--- src/rtl/dshot_frame_rx.sv ---
// DShot single-channel frame receiver: pulse-width bit decode, 16-bit frame assembly, CRC check.
// Optional watchdog failsafe is enabled by defining DSHOT_FAILSAFE_EN.
module dshot_frame_rx #(
    parameter int BIT_THRESH = 60,
    parameter int MIN_HIGH   = 8,
    parameter int MAX_HIGH   = 100,
    parameter int GAP_CYCLES = 200
`ifdef DSHOT_FAILSAFE_EN
    ,
    parameter int FAILSAFE_CYCLES = 1600000
`endif
) (
    input  logic        clk,
    input  logic        rst_n,
    input  logic        dshot_in,
    output logic [10:0] throttle,
    output logic        telemetry,
    output logic [7:0]  speed,
    output logic        frame_valid,
    output logic        crc_err,
    output logic        failsafe
);

    typedef enum logic [1:0] {
        IDLE = 2'd0,
        HIGH = 2'd1,
        LOW  = 2'd2
    } state_t;

    localparam logic [6:0] THRESH_C = 7'(BIT_THRESH);
    localparam logic [6:0] MIN_C    = 7'(MIN_HIGH);
    localparam logic [6:0] MAX_C    = 7'(MAX_HIGH);
    localparam logic [7:0] GAP_C    = 8'(GAP_CYCLES);

    function automatic logic [3:0] crc4(input logic [11:0] v);
        return v[3:0] ^ v[7:4] ^ v[11:8];
    endfunction

    function automatic logic [7:0] speed_of(input logic [10:0] thr);
        logic [10:0] diff;
        diff = thr - 11'd48;
        if (thr < 11'd48) begin
            return 8'd0;
        end else begin
            return diff[10:3];
        end
    endfunction

    logic        sync1_r, s_r, s_prev_r;
    logic        rise_s, fall_s;
    state_t      state_r, state_s;
    logic [6:0]  hi_cnt_r, hi_cnt_s;
    logic [7:0]  lo_cnt_r, lo_cnt_s;
    logic [3:0]  bit_cnt_r, bit_cnt_s;
    logic [14:0] shift_r, shift_s;
    logic        bit_s;
    logic [15:0] frame_s;
    logic [10:0] throttle_s;
    logic        telemetry_s;
    logic [7:0]  speed_s;
    logic        frame_valid_s, crc_err_s;
`ifdef DSHOT_FAILSAFE_EN
    localparam logic [20:0] FS_C = 21'(FAILSAFE_CYCLES);
    logic [20:0] wd_r, wd_s;
    logic        failsafe_s;
`else
    assign failsafe = 1'b0;
`endif

    assign rise_s = s_r & ~s_prev_r;
    assign fall_s = ~s_r & s_prev_r;

    // Next-state, bit decode and frame evaluation.
    always_comb begin
        state_s       = state_r;
        hi_cnt_s      = hi_cnt_r;
        lo_cnt_s      = lo_cnt_r;
        bit_cnt_s     = bit_cnt_r;
        shift_s       = shift_r;
        bit_s         = 1'b0;
        frame_s       = 16'd0;
        throttle_s    = throttle;
        telemetry_s   = telemetry;
        speed_s       = speed;
        frame_valid_s = 1'b0;
        crc_err_s     = 1'b0;
        case (state_r)
            IDLE: begin
                if (rise_s) begin
                    hi_cnt_s = 7'd0;
                    state_s  = HIGH;
                end else begin
                    state_s = IDLE;
                end
            end
            HIGH: begin
                if (fall_s) begin
                    state_s = LOW;
                    if (hi_cnt_r >= MIN_C) begin
                        bit_s    = (hi_cnt_r >= THRESH_C);
                        lo_cnt_s = 8'd0;
                        if (bit_cnt_r == 4'd15) begin
                            // Frame boundary is by count, so the next rise may start a new frame at once.
                            frame_s   = {shift_r, bit_s};
                            bit_cnt_s = 4'd0;
                            shift_s   = 15'd0;
                            if (crc4(frame_s[15:4]) == frame_s[3:0]) begin
                                throttle_s    = frame_s[15:5];
                                telemetry_s   = frame_s[4];
                                speed_s       = speed_of(frame_s[15:5]);
                                frame_valid_s = 1'b1;
                            end else begin
                                crc_err_s = 1'b1;
                            end
                        end else begin
                            shift_s   = {shift_r[13:0], bit_s};
                            bit_cnt_s = bit_cnt_r + 4'd1;
                        end
                    end else begin
                        bit_cnt_s = bit_cnt_r;
                    end
                end else if (hi_cnt_r >= MAX_C - 7'd1) begin
                    hi_cnt_s  = MAX_C;
                    bit_cnt_s = 4'd0;
                    shift_s   = 15'd0;
                    state_s   = IDLE;
                end else begin
                    hi_cnt_s = hi_cnt_r + 7'd1;
                end
            end
            LOW: begin
                if (rise_s) begin
                    hi_cnt_s = 7'd0;
                    state_s  = HIGH;
                end else if (lo_cnt_r >= GAP_C - 8'd1) begin
                    lo_cnt_s  = GAP_C;
                    bit_cnt_s = 4'd0;
                    shift_s   = 15'd0;
                    state_s   = IDLE;
                end else begin
                    lo_cnt_s = lo_cnt_r + 8'd1;
                end
            end
            default: begin
                bit_cnt_s = 4'd0;
                shift_s   = 15'd0;
                state_s   = IDLE;
            end
        endcase
`ifdef DSHOT_FAILSAFE_EN
        // A valid frame both feeds the watchdog and clears the failsafe in the same cycle.
        if (frame_valid_s) begin
            wd_s       = 21'd0;
            failsafe_s = 1'b0;
        end else if (wd_r >= FS_C - 21'd1) begin
            wd_s       = FS_C;
            failsafe_s = 1'b1;
            throttle_s = 11'd0;
            speed_s    = 8'd0;
        end else begin
            wd_s       = wd_r + 21'd1;
            failsafe_s = failsafe;
        end
`endif
    end

    // Synchroniser, FSM state and registered outputs.
    always_ff @(posedge clk or negedge rst_n) begin
        if (!rst_n) begin
            sync1_r     <= 1'b0;
            s_r         <= 1'b0;
            s_prev_r    <= 1'b0;
            state_r     <= IDLE;
            hi_cnt_r    <= 7'd0;
            lo_cnt_r    <= 8'd0;
            bit_cnt_r   <= 4'd0;
            shift_r     <= 15'd0;
            throttle    <= 11'd0;
            telemetry   <= 1'b0;
            speed       <= 8'd0;
            frame_valid <= 1'b0;
            crc_err     <= 1'b0;
`ifdef DSHOT_FAILSAFE_EN
            wd_r        <= 21'd0;
            failsafe    <= 1'b1;
`endif
        end else begin
            sync1_r     <= dshot_in;
            s_r         <= sync1_r;
            s_prev_r    <= s_r;
            state_r     <= state_s;
            hi_cnt_r    <= hi_cnt_s;
            lo_cnt_r    <= lo_cnt_s;
            bit_cnt_r   <= bit_cnt_s;
            shift_r     <= shift_s;
            throttle    <= throttle_s;
            telemetry   <= telemetry_s;
            speed       <= speed_s;
            frame_valid <= frame_valid_s;
            crc_err     <= crc_err_s;
`ifdef DSHOT_FAILSAFE_EN
            wd_r        <= wd_s;
            failsafe    <= failsafe_s;
`endif
        end
    end

endmodule
--- config.mk ---
export PLATFORM = sky130hd
export DESIGN_NAME = dshot_frame_rx
export DESIGN_NICKNAME = d
export VERILOG_FILES = /design/src/rtl/dshot_frame_rx.sv
export SDC_FILE = /design/constraint.sdc
export NUM_CORES = 1
export LEC_CHECK = 0
export ABC_CLOCK_PERIOD_IN_PS = 3100
export CORE_MARGIN = 2
export CORE_UTILIZATION = 38
export DETAILED_ROUTE_END_ITERATION = 8
export PLACE_DENSITY = 0.56
export RECOVER_POWER = 100
export SYNTH_ARGS = -nofsm -noshare
export SYNTH_HDL_FRONTEND = slang
export SYNTH_SLANG_ARGS = --single-unit
export TNS_END_PERCENT = 50
--- constraint.sdc ---
create_clock -name clk -period 3.1 [get_ports clk]
set_clock_uncertainty 0.1 [all_clocks]
set_input_delay 0.62 -clock clk [delete_from_list [all_inputs] [get_ports clk]]
set_output_delay 0.62 -clock clk [all_outputs]
set_load 0.02 [all_outputs]
## Word level (Yosys, flattened, before mapping)

Index checks and enable logic that the tools add are counted.

- Muxes and demuxes: 40
- Bitwise operators: 7
- Add/subtract/negate cells: 4
- Order comparisons: 5
- Reduce and logical (&&, ||, !) cells: 9
- Eq/ne operators: 13

Operators with widths:

| cell | number |
|---|---|
| $mux 15 | 6 |
| $pmux 15 s3 | 1 |
| $mux 8 | 5 |
| $mux 4 | 6 |
| $mux 7 | 3 |
| $pmux 8 s2 | 1 |
| $pmux 7 s2 | 1 |
| $pmux 4 s3 | 1 |
| $lt 11x6->1 const B | 1 |
| $mux 1 | 11 |
| $sub 11x6->11 const B | 1 |
| $ne 2x2->1 const B | 5 |
| $reduce_and 5->1 | 2 |
| $ne 3x3->1 const B | 3 |
| $add 8x1->8 const B | 1 |
| $ge 8x8->1 const B | 1 |
| $mux 2 | 4 |
| $xor 4x4->4 | 2 |
| $add 7x1->7 const B | 1 |
| $ge 7x4->1 const B | 1 |
| $ge 7x6->1 const B | 1 |
| $ge 7x7->1 const B | 1 |
| $pmux 2 s3 | 1 |
| $add 4x1->4 const B | 1 |
| 13 further kinds | 17 |

- Word-level logic and storage cells: 91
- Output and inout bits: 23
- Input port bits: 3
- Flip-flop bits (word level): 61

## Longest topological paths before layout

- Word-level depth: 8
- Depth in mapped cells: 7
- Depth with buffers taken out: 6

## Least setup slack after synthesis

OpenSTA, ideal clock, no wires.

- Path kind: reg-to-reg
- Start point: register lo_cnt_r[0]
- End point: register lo_cnt_r[5]
- Cell stages (with the launch flop): 6
- Slack: 0.871 ns
- Period minus slack after synthesis: 2.229 ns
- Arrival time: 2.063 ns
- Path buffers: 0
- Setup time: 0.066 ns
- Required time: 2.934 ns
- Cells stage by stage: dfrtp_1 -> ha_1 -> a2111oi_1 -> o21ai_0 -> or3b_2 -> nand2_1

- Cells in the longest elaborated chain, start to end: 4
- Elaborated cells on any way between the ends: 5
- Those cells by class: 1 x add/sub; 1 x order compare; 3 x mux

Ends and longest elaborated chain:

| item | RTL line | text |
|---|---|---|
| from (decl) | 53 | `logic [7:0] lo_cnt_r, lo_cnt_s;` |
| from (signal assigned) | 193 | `lo_cnt_r <= lo_cnt_s;` |
| $add 8x1->8 or $ge 8x8->1 (tied branches) | 141, 135 |  |
| $mux 8 * | 135 | `end else if (lo_cnt_r >= GAP_C - 8'd1) begin` |
| $mux 8 * | 132 | `if (rise_s) begin` |
| $pmux 8 s2 * | 87 | `case (state_r)` |

Mark *: on every way between the ends. The rest lies on a longest branch, timed or not. The select of a mux whose other input is x is not followed.
A chain may end at the register's enable or synchronous reset.

## Worst setup path after layout

- Start point: register shift_r[11]
- End point: register speed[5]

- Cells in the longest elaborated chain, start to end: 3
- Elaborated cells on any way between the ends: 6
- Those cells by class: 1 x add/sub; 1 x order compare; 1 x eq/ne; 1 x mux; 1 x bitwise; 1 x reduce/logical

Ends and longest elaborated chain:

| item | RTL line | text |
|---|---|---|
| from (decl) | 55 | `logic [14:0] shift_r, shift_s;` |
| from (signal assigned) | 195 | `shift_r <= shift_s;` |
| branches (longest 3 deep; another with $sub 11x6->11) | - |  |
| to (signal assigned) | 198 | `speed <= speed_s;` |
| to (decl) | 18 | `output logic [7:0] speed,` |

Several ways; the timed one is not identified.

==> impl_results.md <==
* Status: complete, but fails checks
* Failing checks: capacitance limit, slew limit
* Area share of the largest cell type after synthesis at 50.5%
* Initial DRC Count at 92
* Combinational share of power at 13.3%
* Synth unique cells at 46
* R2r startpoint: shift_r[11]
* Least-Margin Pin Slew at 1980 ps
* Vias at 2110
* HP Start: sync1_r
* Top post-synthesis cells by area: dfrtp_1 (50%), mux2_4 (8.9%), nand2_1 (5.7%)
* Worst skew pair latency at 340 ps
* Die area at 8690 µm²
* CTS max path bufs at 2
* Initial Util at 39.1%
* Global-route wire length before repair at 9.80 mm
* Chip width at 93.2 µm
* Total Routed Length at 5.59 mm
* Cell row count at 32
* Routability cong. at 0.816
* CTS clk-pin slew, worst paths at 70 ps
* Ant diodes at 0
* Synthesis-to-layout area growth at 13.9%
* #FFs+latches synth at 61
* Max FO, Critical Path at 21
* Post-synthesis cell area at 3020 µm²
* Htree depth at 3
* Hold Path Class: register to register
* I/O pin count at 26
* Seq pwr share at 47.9%
* Fin crit period at 2590 ps
* Drt first pass iters at 4
* Crit path capture type: register
* I/O Buffers at 24
* Finished Layout Cells at 421
* Antenna violations before repair at 0
* Switching part of the total at 28.8%
* Total grt overflow at 0
* Leakage at 1.66 nW
* Data arrival, critical path at 2720 ps
* Layout cell share with drive strength beyond 1 at 7.21%
* Unrepaired setup endpoints after global routing: false
* Synth Warn # at 0
* Post-CTS Setup Repair Bufs at 0
* Worst Path Required at 3230 ps
* Total placed cells including tap cells at 405
* Clk pwr share at 38.8%
* Hold Path Stages at 0
* Vias in the first global route at 2051
* CP max-delay cell: dfrtp_1
* Worst Setup Start Kind: register
* Syn avg cell area at 10.5 µm²
* Clk root buf: clkbuf_8
* Final HPWL DP at 3.80 mm
* Die Y at 93.2 µm
* Internal power at 0.00132 W
* Fin. Hold Viols at 0
* Final Max Tran Viols at 39
* Core Region at 7730 µm²
* Reg2reg end: speed[5]
* GRT Total Usage at 14.4%
* R2R Setup Slk at 510 ps
* CP cell instances: xnor3_1, xor2_1, nor4_1, nand2_2, mux2_1
* Final setup vio count at 0
* VDD IR max at 0.000268 V
* Period utilization at 83.5%
* NumNets Final at 322
* Largest net degree at the start of global routing at 39
* Drt drc at 0
* Ys async rst share at 100%
* Post-CTS Hold Fix Bufs at 0
* Net count after synthesis at 295
* Power Dens Cells at 537 nW/µm²
* Critical Path Max Stage Delay at 460 ps
* Number of flops mapped to enable cells by yosys at 0
* CTS tree: built
* NetSw at 0.000534 W
* Cells on worst reg2reg path at 5
* MaxCap Viol Count at 1
* Sink Count at 61
* Area leader, netlist: dfrtp_1
* CP Class: register to register
* WL per Instance at 13.3 µm
* Main flop type after synthesis: dfrtp_1
* CTS Buf Count at 9
* Post-synthesis sequential area ratio at 50.5%
* Gate Count Post-Synth at 287
* Slew HR at -31.8%
* Post-route ant nets at 0
* CTS resizes at 0
* Vias per inst at 5.01
* Final TNS setup at 0 ps
* Fmax at 386 MHz
* Worst Hold End: s_r
-- power by group through the flow --
stage	registers (W)	logic (W)	clock network, W
6_report	0.000886	0.000247	0.000717
5_1_grt	0.000894	0.000284	0.000784
4_1_cts	0.000885	0.000256	0.000741
3_5_place_dp	0.000900	0.000255	0
3_3_place_gp	0.000898	0.000251	0
2_1_floorplan	0.000888	0.000194	0
-- area by class of cell --
class,instances,area [µm²]
fill,719,4280
sequential,61,1530
multi-input combinational,203,1300
timing repair buffer,29,255
clock buffer,11,141
tap,102,128
clock inverter,5,58.8
inverter,10,37.5
-- cell families (layout without fill, tap and decap cells) --
family	Yosys count	in the layout	share of synthesized area, %
mux	22	22	10.3
compound gates	58	58	12.2
buf+inv	23	55	3.93
other cells	1	1	0.124
fa+ha+maj	5	5	2.07
flops	61	61	50.5
simple gates	104	104	16.6
xor+xnor	13	13	4.22
-- worst max path at each step --
stage / startpoint / end / slack (ps)
2_1_floorplan: lo_cnt_r[0] / lo_cnt_r[5] / 870
3_3_place_gp: shift_r[11] / speed[4] / 600
5_1_grt: lo_cnt_r[0] / bit_cnt_r[0] / 280
4_1_cts: shift_r[11] / speed[2] / 520
3_5_place_dp: shift_r[11] / speed[2] / 530
6_report: shift_r[11] / speed[5] / 510
-- layout by cell type (no fill, tap or decap), types with 7 or more instances in the layout --
cell / Yosys / final
xnor2_1: 7 / 7
dlygate4sd3_1: 0 / 23
nor2_1: 15 / 15
nand2_1: 46 / 46
o21ai_0: 28 / 28
clkbuf_8: 0 / 10
nor3_1: 8 / 8
dfrtp_1: 61 / 61
mux2_1: 0 / 18
inv_1: 10 / 10
-- through the flow --
stage | total power (W) | util [%] | instance area (µm²) | setup slack [ps] | hold WS [ps]
floorplan | 0.00108 | - | 3020 | 871 | 224
global placement | 0.00115 | 43.3 | 3340 | 595 | 237
detailed placement | 0.00116 | 43.3 | 3340 | 529 | 235
CTS | 0.00188 | 45.9 | 3540 | 517 | 251
global route | 0.00196 | 44.6 | 3450 | 280 | 274
finish | 0.00185 | 44.6 | 3450 | 511 | 249
-- flip-flops by register name (all words and copies together) (netlist names) --
signal / flops
speed: 8
s_r: 1
sync1_r: 1
hi_cnt_r: 7
lo_cnt_r: 8
state_r: 2
frame_valid: 1
telemetry: 1
bit_cnt_r: 4
crc_err: 1
throttle: 11
shift_r: 15
s_prev_r: 1
-- cells in the mapped netlist (2+ instances only) --
| master | instances |
|---|---|
| mux2_4 | 18 |
| o31ai_1 | 4 |
| a41oi_1 | 2 |
| a21oi_1 | 5 |
| nor4_1 | 3 |
| and3_1 | 2 |
| or3b_2 | 2 |
| buf_6 | 3 |
| o211ai_1 | 3 |
| clkbuf_1 | 4 |
| nor2_1 | 15 |
| or4_1 | 3 |
| inv_1 | 10 |
| mux2_2 | 2 |
| buf_2 | 5 |
| o21a_1 | 2 |
| nand2_1 | 46 |
| nor3_1 | 8 |
| a21o_1 | 3 |
| ha_1 | 5 |
| nor2b_1 | 4 |
| nand2b_1 | 5 |
| a22o_1 | 4 |
| xnor2_1 | 7 |
| dfrtp_1 | 61 |
| nand3_1 | 6 |
| mux2i_1 | 2 |
| nand4_1 | 3 |
| o21ai_0 | 28 |
| and2_1 | 2 |
| xor2_1 | 5 |
-- routing by layer --
layer	wire length [µm]	vias up	share of wire (%)	track usage, %
li1	-	1058	-	-
met3	258	9	4.6	4.83
met5	0	-	0	0
met1	2650	986	47	18.5
met2	2590	57	46	22.3
met4	87	0	1.6	5.88
-- worst max-delay path, delay by kind of cell (launching register included) --
kind                      cells  cell delay [ps]
and+or+nand+nor               2              870
xor gates and xnor gates      2              590
DFF                           1              460
muxes                         1              440
Note: power is estimated with default switching activity, not from simulation.
